**config.mk**
```make
export PLATFORM = sky130hd
export DESIGN_NAME = rv32ic_core
export DESIGN_NICKNAME = d
export VERILOG_FILES = /design/src/rtl/rv32ic_pkg.sv /design/src/rtl/rv32c_expander.sv /design/src/rtl/rv32ic_core.sv
export SDC_FILE = /design/constraint.sdc
export NUM_CORES = 2
export LEC_CHECK = 0
export CORE_MARGIN = 4
export CORE_UTILIZATION = 50
export DETAILED_ROUTE_END_ITERATION = 16
export PLACE_DENSITY = 0.7
export SYNTH_ARGS = -nofsm -noshare
export SYNTH_HDL_FRONTEND = slang
export SYNTH_SLANG_ARGS = --single-unit
```
**constraint.sdc**
```tcl
create_clock -name clk -period 9.4 [get_ports clk]
set_input_delay 1.88 -clock clk [delete_from_list [all_inputs] [get_ports clk]]
set_output_delay 1.88 -clock clk [all_outputs]
set_load 0.02 [all_outputs]
```
**src/rtl/rv32ic_pkg.sv**
```systemverilog
// rv32ic_pkg: shared constants for the rv32ic_core slice.
//   - RV32I opcode, funct3 and funct7 encodings
//   - ALU operation enum and a funct3-to-ALU mapping helper
//   - RV32C quadrant and funct3 encodings used by rv32c_expander
package rv32ic_pkg;

  // Major opcodes (instr[6:0])
  localparam logic [6:0] OPC_OP     = 7'b0110011;
  localparam logic [6:0] OPC_OP_IMM = 7'b0010011;
  localparam logic [6:0] OPC_BRANCH = 7'b1100011;
  localparam logic [6:0] OPC_JAL    = 7'b1101111;
  localparam logic [6:0] OPC_JALR   = 7'b1100111;
  localparam logic [6:0] OPC_LUI    = 7'b0110111;
  localparam logic [6:0] OPC_AUIPC  = 7'b0010111;

  // ALU funct3
  localparam logic [2:0] F3_ADD  = 3'b000;
  localparam logic [2:0] F3_SLL  = 3'b001;
  localparam logic [2:0] F3_SLT  = 3'b010;
  localparam logic [2:0] F3_SLTU = 3'b011;
  localparam logic [2:0] F3_XOR  = 3'b100;
  localparam logic [2:0] F3_SR   = 3'b101;
  localparam logic [2:0] F3_OR   = 3'b110;
  localparam logic [2:0] F3_AND  = 3'b111;

  // Branch funct3
  localparam logic [2:0] F3_BEQ  = 3'b000;
  localparam logic [2:0] F3_BNE  = 3'b001;
  localparam logic [2:0] F3_BLT  = 3'b100;
  localparam logic [2:0] F3_BGE  = 3'b101;
  localparam logic [2:0] F3_BLTU = 3'b110;
  localparam logic [2:0] F3_BGEU = 3'b111;

  // funct7
  localparam logic [6:0] F7_BASE = 7'b0000000;
  localparam logic [6:0] F7_ALT  = 7'b0100000;

  typedef enum logic [3:0] {
    ALU_ADD, ALU_SUB, ALU_SLL, ALU_SLT, ALU_SLTU,
    ALU_XOR, ALU_SRL, ALU_SRA, ALU_OR, ALU_AND
  } alu_op_e;

  // Compressed quadrants (instr[1:0]); 2'b11 means a 32-bit instruction
  localparam logic [1:0] C_Q0 = 2'b00;
  localparam logic [1:0] C_Q1 = 2'b01;
  localparam logic [1:0] C_Q2 = 2'b10;

  // Compressed funct3 (instr[15:13]) per quadrant
  localparam logic [2:0] C0_ADDI4SPN = 3'b000;
  localparam logic [2:0] C1_ADDI     = 3'b000;
  localparam logic [2:0] C1_JAL      = 3'b001;
  localparam logic [2:0] C1_LI       = 3'b010;
  localparam logic [2:0] C1_LUI      = 3'b011;
  localparam logic [2:0] C1_MISC_ALU = 3'b100;
  localparam logic [2:0] C1_J        = 3'b101;
  localparam logic [2:0] C1_BEQZ     = 3'b110;
  localparam logic [2:0] C1_BNEZ     = 3'b111;
  localparam logic [2:0] C2_SLLI     = 3'b000;
  localparam logic [2:0] C2_MISC     = 3'b100;

  // Map an ALU funct3 to an operation; alt selects SUB / SRA.
  function automatic alu_op_e alu_op_from(input logic [2:0] f3, input logic alt);
    case (f3)
      F3_ADD:  alu_op_from = alt ? ALU_SUB : ALU_ADD;
      F3_SLL:  alu_op_from = ALU_SLL;
      F3_SLT:  alu_op_from = ALU_SLT;
      F3_SLTU: alu_op_from = ALU_SLTU;
      F3_XOR:  alu_op_from = ALU_XOR;
      F3_SR:   alu_op_from = alt ? ALU_SRA : ALU_SRL;
      F3_OR:   alu_op_from = ALU_OR;
      F3_AND:  alu_op_from = ALU_AND;
      default: alu_op_from = ALU_ADD;
    endcase
  endfunction

endpackage

```
**src/rtl/rv32c_expander.sv**
```systemverilog
// rv32c_expander: combinational RV32C -> RV32I expander.
//   c_instr  in  16  compressed instruction (quadrant in [1:0])
//   instr    out 32  equivalent 32-bit instruction
//   illegal  out 1   encoding reserved or not supported by this core
// Only instantiated when RV32IC_COMPRESSED_EN is defined.
module rv32c_expander
  import rv32ic_pkg::*;
(
  input  logic [15:0] c_instr,
  output logic [31:0] instr,
  output logic        illegal
);

  logic [2:0]  f3_s;
  logic [4:0]  rd_s, rs2_s, rs1p_s, rs2p_s;
  logic [11:0] imm6_s, addi4spn_s, addi16sp_s;
  logic [19:0] lui_s;
  logic [20:0] cj_off_s;
  logic [12:0] cb_off_s;

  assign f3_s   = c_instr[15:13];
  assign rd_s   = c_instr[11:7];
  assign rs2_s  = c_instr[6:2];
  // Primed registers x8..x15
  assign rs1p_s = {2'b01, c_instr[9:7]};
  assign rs2p_s = {2'b01, c_instr[4:2]};

  // Scattered immediate fields reassembled into natural bit order
  assign imm6_s     = {{6{c_instr[12]}}, c_instr[12], c_instr[6:2]};
  assign addi4spn_s = {2'b00, c_instr[10:7], c_instr[12:11], c_instr[5], c_instr[6], 2'b00};
  assign addi16sp_s = {{3{c_instr[12]}}, c_instr[4:3], c_instr[5], c_instr[2], c_instr[6], 4'b0000};
  assign lui_s      = {{14{c_instr[12]}}, c_instr[12], c_instr[6:2]};
  assign cj_off_s   = {{9{c_instr[12]}}, c_instr[12], c_instr[8], c_instr[10:9], c_instr[6],
                       c_instr[7], c_instr[2], c_instr[11], c_instr[5:3], 1'b0};
  assign cb_off_s   = {{4{c_instr[12]}}, c_instr[12], c_instr[6:5], c_instr[2],
                       c_instr[11:10], c_instr[4:3], 1'b0};

  function automatic logic [31:0] enc_i(input logic [11:0] imm, input logic [4:0] rs1,
                                        input logic [2:0] f3, input logic [4:0] rd,
                                        input logic [6:0] opc);
    enc_i = {imm, rs1, f3, rd, opc};
  endfunction

  function automatic logic [31:0] enc_r(input logic [6:0] f7, input logic [4:0] rs2,
                                        input logic [4:0] rs1, input logic [2:0] f3,
                                        input logic [4:0] rd);
    enc_r = {f7, rs2, rs1, f3, rd, OPC_OP};
  endfunction

  function automatic logic [31:0] enc_b(input logic [12:0] off, input logic [4:0] rs1,
                                        input logic [2:0] f3);
    enc_b = {off[12], off[10:5], 5'd0, rs1, f3, off[4:1], off[11], OPC_BRANCH};
  endfunction

  function automatic logic [31:0] enc_j(input logic [20:0] off, input logic [4:0] rd);
    enc_j = {off[20], off[10:1], off[11], off[19:12], rd, OPC_JAL};
  endfunction

  // Quadrant / funct3 decode into the equivalent 32-bit encoding
  always_comb begin
    instr   = 32'h0000_0000;
    illegal = 1'b1;
    case (c_instr[1:0])
      C_Q0: begin
        case (f3_s)
          C0_ADDI4SPN: begin
            instr   = enc_i(addi4spn_s, 5'd2, F3_ADD, rs2p_s, OPC_OP_IMM);
            illegal = (addi4spn_s == 12'd0);
          end
          default: illegal = 1'b1;
        endcase
      end
      C_Q1: begin
        case (f3_s)
          C1_ADDI: begin
            instr   = enc_i(imm6_s, rd_s, F3_ADD, rd_s, OPC_OP_IMM);
            illegal = 1'b0;
          end
          C1_JAL: begin
            instr   = enc_j(cj_off_s, 5'd1);
            illegal = 1'b0;
          end
          C1_LI: begin
            instr   = enc_i(imm6_s, 5'd0, F3_ADD, rd_s, OPC_OP_IMM);
            illegal = 1'b0;
          end
          C1_LUI: begin
            if (rd_s == 5'd2) begin
              instr   = enc_i(addi16sp_s, 5'd2, F3_ADD, 5'd2, OPC_OP_IMM);
              illegal = (addi16sp_s == 12'd0);
            end else begin
              instr   = {lui_s, rd_s, OPC_LUI};
              illegal = (imm6_s == 12'd0);
            end
          end
          C1_MISC_ALU: begin
            case (c_instr[11:10])
              2'b00: begin
                instr   = enc_i({F7_BASE, rs2_s}, rs1p_s, F3_SR, rs1p_s, OPC_OP_IMM);
                illegal = c_instr[12];
              end
              2'b01: begin
                instr   = enc_i({F7_ALT, rs2_s}, rs1p_s, F3_SR, rs1p_s, OPC_OP_IMM);
                illegal = c_instr[12];
              end
              2'b10: begin
                instr   = enc_i(imm6_s, rs1p_s, F3_AND, rs1p_s, OPC_OP_IMM);
                illegal = 1'b0;
              end
              default: begin
                // c_instr[12]=1 selects RV64-only word ops
                illegal = c_instr[12];
                case (c_instr[6:5])
                  2'b00:   instr = enc_r(F7_ALT,  rs2p_s, rs1p_s, F3_ADD, rs1p_s);
                  2'b01:   instr = enc_r(F7_BASE, rs2p_s, rs1p_s, F3_XOR, rs1p_s);
                  2'b10:   instr = enc_r(F7_BASE, rs2p_s, rs1p_s, F3_OR,  rs1p_s);
                  default: instr = enc_r(F7_BASE, rs2p_s, rs1p_s, F3_AND, rs1p_s);
                endcase
              end
            endcase
          end
          C1_J: begin
            instr   = enc_j(cj_off_s, 5'd0);
            illegal = 1'b0;
          end
          C1_BEQZ: begin
            instr   = enc_b(cb_off_s, rs1p_s, F3_BEQ);
            illegal = 1'b0;
          end
          default: begin
            instr   = enc_b(cb_off_s, rs1p_s, F3_BNE);
            illegal = 1'b0;
          end
        endcase
      end
      C_Q2: begin
        case (f3_s)
          C2_SLLI: begin
            instr   = enc_i({F7_BASE, rs2_s}, rd_s, F3_SLL, rd_s, OPC_OP_IMM);
            illegal = c_instr[12];
          end
          C2_MISC: begin
            if (!c_instr[12]) begin
              if (rs2_s == 5'd0) begin
                instr   = enc_i(12'd0, rd_s, F3_ADD, 5'd0, OPC_JALR);
                illegal = (rd_s == 5'd0);
              end else begin
                instr   = enc_r(F7_BASE, rs2_s, 5'd0, F3_ADD, rd_s);
                illegal = 1'b0;
              end
            end else begin
              if (rs2_s == 5'd0) begin
                // rd=0 here is EBREAK, which this core does not execute
                instr   = enc_i(12'd0, rd_s, F3_ADD, 5'd1, OPC_JALR);
                illegal = (rd_s == 5'd0);
              end else begin
                instr   = enc_r(F7_BASE, rs2_s, rd_s, F3_ADD, rd_s);
                illegal = 1'b0;
              end
            end
          end
          default: illegal = 1'b1;
        endcase
      end
      default: illegal = 1'b1;
    endcase
  end

endmodule

```
**src/rtl/rv32ic_core.sv**
```systemverilog
// rv32ic_core: single-cycle RV32I integer core, one instruction retired per clock.
//   clk, rst_n    clock / asynchronous active-low reset
//   imem_addr     out 32  fetch address (== pc)
//   imem_rdata    in  32  combinational instruction word at imem_addr
//   pc            out 32  current program counter
//   illegal_instr out 1   current instruction unsupported (combinational)
//   dbg_reg_addr  in  5   debug register index
//   dbg_reg_data  out 32  x[dbg_reg_addr], 0 for x0
// Optional: define RV32IC_COMPRESSED_EN to execute 16-bit RV32C instructions.
// Without it every 16-bit encoding is illegal and jump targets are word aligned.
module rv32ic_core
  import rv32ic_pkg::*;
#(
  parameter logic [31:0] RESET_PC = 32'h0000_0000,
  parameter int          XLEN     = 32
) (
  input  logic            clk,
  input  logic            rst_n,
  output logic [31:0]     imem_addr,
  input  logic [31:0]     imem_rdata,
  output logic [31:0]     pc,
  output logic            illegal_instr,
  input  logic [4:0]      dbg_reg_addr,
  output logic [XLEN-1:0] dbg_reg_data
);

  logic [31:0]     pc_r;
  logic [XLEN-1:0] regs_r [0:31];

  logic            is_32_s, c_illegal_s;
  logic [31:0]     instr_s;
  logic [6:0]      opcode_s, f7_s;
  logic [4:0]      rd_s, rs1_s, rs2_s;
  logic [2:0]      f3_s;
  logic [31:0]     imm_i_s, imm_b_s, imm_u_s, imm_j_s;
  logic [XLEN-1:0] rs1_val_s, rs2_val_s;

  alu_op_e         alu_op_s;
  logic [XLEN-1:0] alu_a_s, alu_b_s, alu_res_s, wr_data_s;
  logic            legal_s, wr_en_s, link_s, take_s, illegal_s, wr_s;
  logic [31:0]     target_raw_s, target_s, seq_pc_s, next_pc_s;

  assign is_32_s = (imem_rdata[1:0] == 2'b11);

`ifdef RV32IC_COMPRESSED_EN
  logic [31:0] exp_instr_s;
  logic        exp_illegal_s;

  rv32c_expander u_expander (
    .c_instr (imem_rdata[15:0]),
    .instr   (exp_instr_s),
    .illegal (exp_illegal_s)
  );

  assign instr_s     = is_32_s ? imem_rdata : exp_instr_s;
  assign c_illegal_s = !is_32_s && exp_illegal_s;
  assign target_s    = {target_raw_s[31:1], 1'b0};
`else
  assign instr_s     = imem_rdata;
  assign c_illegal_s = !is_32_s;
  assign target_s    = {target_raw_s[31:2], 2'b00};
`endif

  assign opcode_s = instr_s[6:0];
  assign rd_s     = instr_s[11:7];
  assign f3_s     = instr_s[14:12];
  assign rs1_s    = instr_s[19:15];
  assign rs2_s    = instr_s[24:20];
  assign f7_s     = instr_s[31:25];

  assign imm_i_s = {{20{instr_s[31]}}, instr_s[31:20]};
  assign imm_b_s = {{19{instr_s[31]}}, instr_s[31], instr_s[7], instr_s[30:25], instr_s[11:8], 1'b0};
  assign imm_u_s = {instr_s[31:12], 12'h000};
  assign imm_j_s = {{11{instr_s[31]}}, instr_s[31], instr_s[19:12], instr_s[20], instr_s[30:21], 1'b0};

  assign rs1_val_s    = (rs1_s == 5'd0) ? {XLEN{1'b0}} : regs_r[rs1_s];
  assign rs2_val_s    = (rs2_s == 5'd0) ? {XLEN{1'b0}} : regs_r[rs2_s];
  assign dbg_reg_data = (dbg_reg_addr == 5'd0) ? {XLEN{1'b0}} : regs_r[dbg_reg_addr];

  assign seq_pc_s = pc_r + (is_32_s ? 32'd4 : 32'd2);

  // Instruction decode: operand selection, legality and control-flow target
  always_comb begin
    alu_op_s     = ALU_ADD;
    alu_a_s      = rs1_val_s;
    alu_b_s      = imm_i_s;
    wr_en_s      = 1'b0;
    link_s       = 1'b0;
    legal_s      = 1'b0;
    take_s       = 1'b0;
    target_raw_s = pc_r + imm_b_s;
    case (opcode_s)
      OPC_LUI: begin
        alu_a_s = {XLEN{1'b0}};
        alu_b_s = imm_u_s;
        wr_en_s = 1'b1;
        legal_s = 1'b1;
      end
      OPC_AUIPC: begin
        alu_a_s = pc_r;
        alu_b_s = imm_u_s;
        wr_en_s = 1'b1;
        legal_s = 1'b1;
      end
      OPC_JAL: begin
        target_raw_s = pc_r + imm_j_s;
        take_s       = 1'b1;
        link_s       = 1'b1;
        wr_en_s      = 1'b1;
        legal_s      = 1'b1;
      end
      OPC_JALR: begin
        target_raw_s = rs1_val_s + imm_i_s;
        take_s       = 1'b1;
        link_s       = 1'b1;
        wr_en_s      = 1'b1;
        legal_s      = (f3_s == 3'b000);
      end
      OPC_BRANCH: begin
        legal_s = 1'b1;
        case (f3_s)
          F3_BEQ:  take_s = (rs1_val_s == rs2_val_s);
          F3_BNE:  take_s = (rs1_val_s != rs2_val_s);
          F3_BLT:  take_s = ($signed(rs1_val_s) < $signed(rs2_val_s));
          F3_BGE:  take_s = ($signed(rs1_val_s) >= $signed(rs2_val_s));
          F3_BLTU: take_s = (rs1_val_s < rs2_val_s);
          F3_BGEU: take_s = (rs1_val_s >= rs2_val_s);
          default: begin
            take_s  = 1'b0;
            legal_s = 1'b0;
          end
        endcase
      end
      OPC_OP_IMM: begin
        // Only shifts carry funct7; for ADDI etc. those bits are immediate
        alu_op_s = alu_op_from(f3_s, (f3_s == F3_SR) && f7_s[5]);
        wr_en_s  = 1'b1;
        case (f3_s)
          F3_SLL:  legal_s = (f7_s == F7_BASE);
          F3_SR:   legal_s = (f7_s == F7_BASE) || (f7_s == F7_ALT);
          default: legal_s = 1'b1;
        endcase
      end
      OPC_OP: begin
        alu_op_s = alu_op_from(f3_s, f7_s[5]);
        alu_b_s  = rs2_val_s;
        wr_en_s  = 1'b1;
        legal_s  = (f7_s == F7_BASE) ||
                   ((f7_s == F7_ALT) && ((f3_s == F3_ADD) || (f3_s == F3_SR)));
      end
      default: legal_s = 1'b0;
    endcase
  end

  // ALU
  always_comb begin
    case (alu_op_s)
      ALU_ADD:  alu_res_s = alu_a_s + alu_b_s;
      ALU_SUB:  alu_res_s = alu_a_s - alu_b_s;
      ALU_SLL:  alu_res_s = alu_a_s << alu_b_s[4:0];
      ALU_SLT:  alu_res_s = {{(XLEN-1){1'b0}}, ($signed(alu_a_s) < $signed(alu_b_s))};
      ALU_SLTU: alu_res_s = {{(XLEN-1){1'b0}}, (alu_a_s < alu_b_s)};
      ALU_XOR:  alu_res_s = alu_a_s ^ alu_b_s;
      ALU_SRL:  alu_res_s = alu_a_s >> alu_b_s[4:0];
      ALU_SRA:  alu_res_s = $unsigned($signed(alu_a_s) >>> alu_b_s[4:0]);
      ALU_OR:   alu_res_s = alu_a_s | alu_b_s;
      ALU_AND:  alu_res_s = alu_a_s & alu_b_s;
      default:  alu_res_s = alu_a_s + alu_b_s;
    endcase
  end

  assign illegal_s = c_illegal_s || !legal_s;
  assign wr_s      = wr_en_s && !illegal_s && (rd_s != 5'd0);
  assign wr_data_s = link_s ? seq_pc_s : alu_res_s;

  // Next pc: illegal instructions fall through by their own length
  always_comb begin
    if (take_s && !illegal_s) begin
      next_pc_s = target_s;
    end else begin
      next_pc_s = seq_pc_s;
    end
  end

  // Architectural state: pc and register file retire on the same edge
  always_ff @(posedge clk or negedge rst_n) begin
    if (!rst_n) begin
      pc_r <= RESET_PC;
      for (int i = 0; i < 32; i++) begin
        regs_r[i] <= {XLEN{1'b0}};
      end
    end else begin
      pc_r <= next_pc_s;
      if (wr_s) begin
        regs_r[rd_s] <= wr_data_s;
      end
    end
  end

  assign pc            = pc_r;
  assign imem_addr     = pc_r;
  assign illegal_instr = illegal_s;

endmodule

```
==> results.toml <==
[outcome]
status = "complete, no violations"

[global_route]
grt_util_all_layers = 0.3972
grt_pass1_wl_microns = 468100
grt_pass1_vias = 65360
grt_antenna_before_repair = 22
overflow = 0
grt_max_degree = 160

[setup_path]
r2r_setup_slack_ns = 2.73
reg2reg_from = "regs_r[4]$_DFFE_PN0P_"
arrival_ns = 9.22
worstReg2RegEnd = "regs_r[895]$_DFFE_PN0P_"
worstSetupPathType = "input port to flip-flop"
cp_data_required_time_ns = 9.96
reg2reg_depth = 19
cp-end-kind = "flip-flop"
crit_fanout = 31
critPathLaunchType = "input port"

[detailed_routing]
firstDrtPassIters = 7
avgRoutedWirePerCell_microns = 35.20
drt_iter0_markers = 9917
vias = 67485
drc = 0
ant_nets = 0
routed_wl_microns = 327000
viasPerCell = 7.263

[sta]
relSlewSlack = 0.06314
fin_tns_setup_ns = 0
period_share = 0.9215
tightest_slew_ns = 1.405
fmax_mhz = 115.4
finalSetupViolations = 0
slew_violations = 0
rsz0062_at_grt = "false"
period_needed_ns = 8.663
fin_skew_ns = 0.06026
hold_violations = 0

[die]
die_w_microns = 402.3
dieArea_sq_um = 161800
rows = 144
start_util = 0.5040
fp.dieH_microns = 402.3
ios = 136
core-area_sq_um = 154200

[clock_network]
root_buffer = "clkbuf_16"
cts_tree = "done"
worstSkewPairLatency_ns = 0.77
cts_max_level = 3
clock_sinks = 1055
cts_buffers = 110
cts_hold_buf = 0
cts_setup_buffers = 0
clk_pin_slew_worst_paths_ns = 0.06
cts_buffer_depth = 3
cts-resized-gates = 0

[logic_synthesis]
synth_edf_count = 0
yosysSeqAreaShare = 0.3396
synth_seq_cells = 1055
synth_compound_area_frac = 0.1475
synthMuxAreaShare = 0.3213
synth_top_area_frac = 0.3396
synth_area_leader_cell = "dfrtp_1"
synth_cell_types = 97
syn_area_sq_um = 77730
synthArstFlopShare = 1.000
synthFlopType = "dfrtp_1"
synth_adder_area_share = 0.03161
synth_cells = 7393
ys_top_cells_by_area = "dfrtp_1, mux4_2, mux2i_1"
synth-simple-area-share = 0.09642
avgSynthCellArea_sq_um = 10.51
yosysWarningCount = 0
synth-xor-area-share = 0.01138
synth_top_family_by_area = "multiplexers"

[final_layout]
instances_no_fill = 9292
layout-drive-gt1-share = 0.2245
final_net_count = 7375
layout_commonest_cell = "dfrtp_1"
syn2layout_area_growth_pct = 9.278
mostFrequentLayoutCells = "dfrtp_1, nand2_1, o21ai_0"

[placed_design]
dp_hpwl_microns = 218900
dp.cells = 9074
port_buffers = 133
finalWeightedCongestion = 1.085

[pwr]
comb_power_share = 0.243
p_sw_mw = 4.211
power_density_nw_per_um2 = 146.4
power.share.sequential = 0.383
max-vdd-ir-drop_mv = 0.1444
power_frac_clock = 0.374
power.internal_mw = 8.223
p_leak_nw = 36.54
p_sw_frac = 0.3386

[job]
maxCapViolations = 0

[min_path]
hp-class = "flip-flop to flip-flop"
hold_end = "regs_r[1023]$_DFFE_PN0P_"
whs_path_depth = 0
hold_start = "regs_r[1023]$_DFFE_PN0P_"
-- layer usage --
| layer | share of wire | GRT usage | vias to the layer above |
|---|---|---|---|
| li1 | - | - | 27335 |
| met5 | 0.00042 | 0 | - |
| met1 | 0.35 | 0.4842 | 33463 |
| met3 | 0.13 | 0.1376 | 1468 |
| met2 | 0.43 | 0.5793 | 5197 |
| met4 | 0.094 | 0.3061 | 22 |
-- final cells by class --
cell class	instances	area, sq um
inverter	154	578.1
sequential	1055	26400
antenna	18	45.04
fill	13228	69280
clock inverter	53	666.9
tap	2044	2557
clock buffer	147	3113
multi-input combinational	5414	47800
timing repair buffer	407	3782
-- power by group through the flow --
stage          clock network, mW  registers, mW  logic (mW)
6_report                    4.66           4.76        3.02
5_1_grt                     4.86           4.74        3.14
4_1_cts                     4.67           4.75        2.90
3_5_place_dp                   0           4.83        2.88
3_3_place_gp                   0           4.83        2.88
2_1_floorplan                  0           4.76        1.72
-- worst max-delay path, stage by stage --
cell             delay, ns
clkdlybuf4s50_1       0.68
buf_4                 0.34
and3_1                0.77
a22oi_1               0.28
nand4_1               0.38
a22o_1                0.88
ha_1                  0.46
inv_1                 0.16
nor3_1                0.10
a211oi_1              0.46
a31oi_1               0.27
o21ai_0               0.36
a31oi_1               0.22
o41ai_1               0.29
buf_4                 0.19
nor2_1                0.04
a211oi_1              0.24
a21oi_1               0.12
o41ai_4               0.45
buf_4                 0.40
o21ai_0               0.18
-- cells in the mapped netlist, drive strengths merged (24+ instances only) --
master,n
nor3,53
a221oi,28
a22oi,199
a21o,73
nor2,283
buf,234
and3,27
nand2b,34
xor2,40
inv,154
a22o,46
o211ai,49
mux2i,505
o21ai,900
xnor2,61
mux2,275
nand2,965
clkbuf,537
nor4,24
nand4,48
o21bai,25
o31ai,52
nor2b,30
or3,43
a21oi,262
ha,190
mux4,747
o21a,25
a211oi,30
o22ai,36
and2,46
a31oi,31
nand3,99
dfrtp,1055
-- stage by stage --
step	power (mW)	hold WS, ns	instance area (sq um)	util	setup slack (ns)
after floorplan	6.484	0.4580	77740	-	1.305
after global placement	7.708	0.3928	81120	0.5260	0.4076
after detailed placement	7.716	0.4027	81120	0.5260	0.3837
after CTS	12.31	0.4163	84900	0.5505	1.144
after global routing	12.74	0.4293	84900	0.5505	0.6809
final	12.43	0.4166	84950	0.5508	0.7374
-- worst max path at each step --
stage,startpoint,to,cells after the start
floorplan,imem_rdata[20],regs_r[126]$_DFFE_PN0P_,27
global placement,imem_rdata[20],regs_r[671]$_DFFE_PN0P_,22
detailed placement,imem_rdata[20],regs_r[895]$_DFFE_PN0P_,22
CTS,imem_rdata[20],regs_r[895]$_DFFE_PN0P_,22
global route,imem_rdata[20],regs_r[927]$_DFFE_PN0P_,22
finish,imem_rdata[17],regs_r[50]$_DFFE_PN0P_,21
-- cell families after synthesis --
| logic type | Yosys count |
|---|---|
| other | 1 |
| AO/OA/AOI/OAI | 1879 |
| AND/OR/NAND/NOR | 1711 |
| adder cells (fa/ha/maj) | 194 |
| buffers and inverters | 925 |
| multiplexers | 1527 |
| XOR/XNOR | 101 |
| flip-flops | 1055 |
-- registers in the layout, summed over array words and instances (netlist names) --
signal     count
regs_r      1024
imem_addr     31
(Power assumes the default switching activity.)
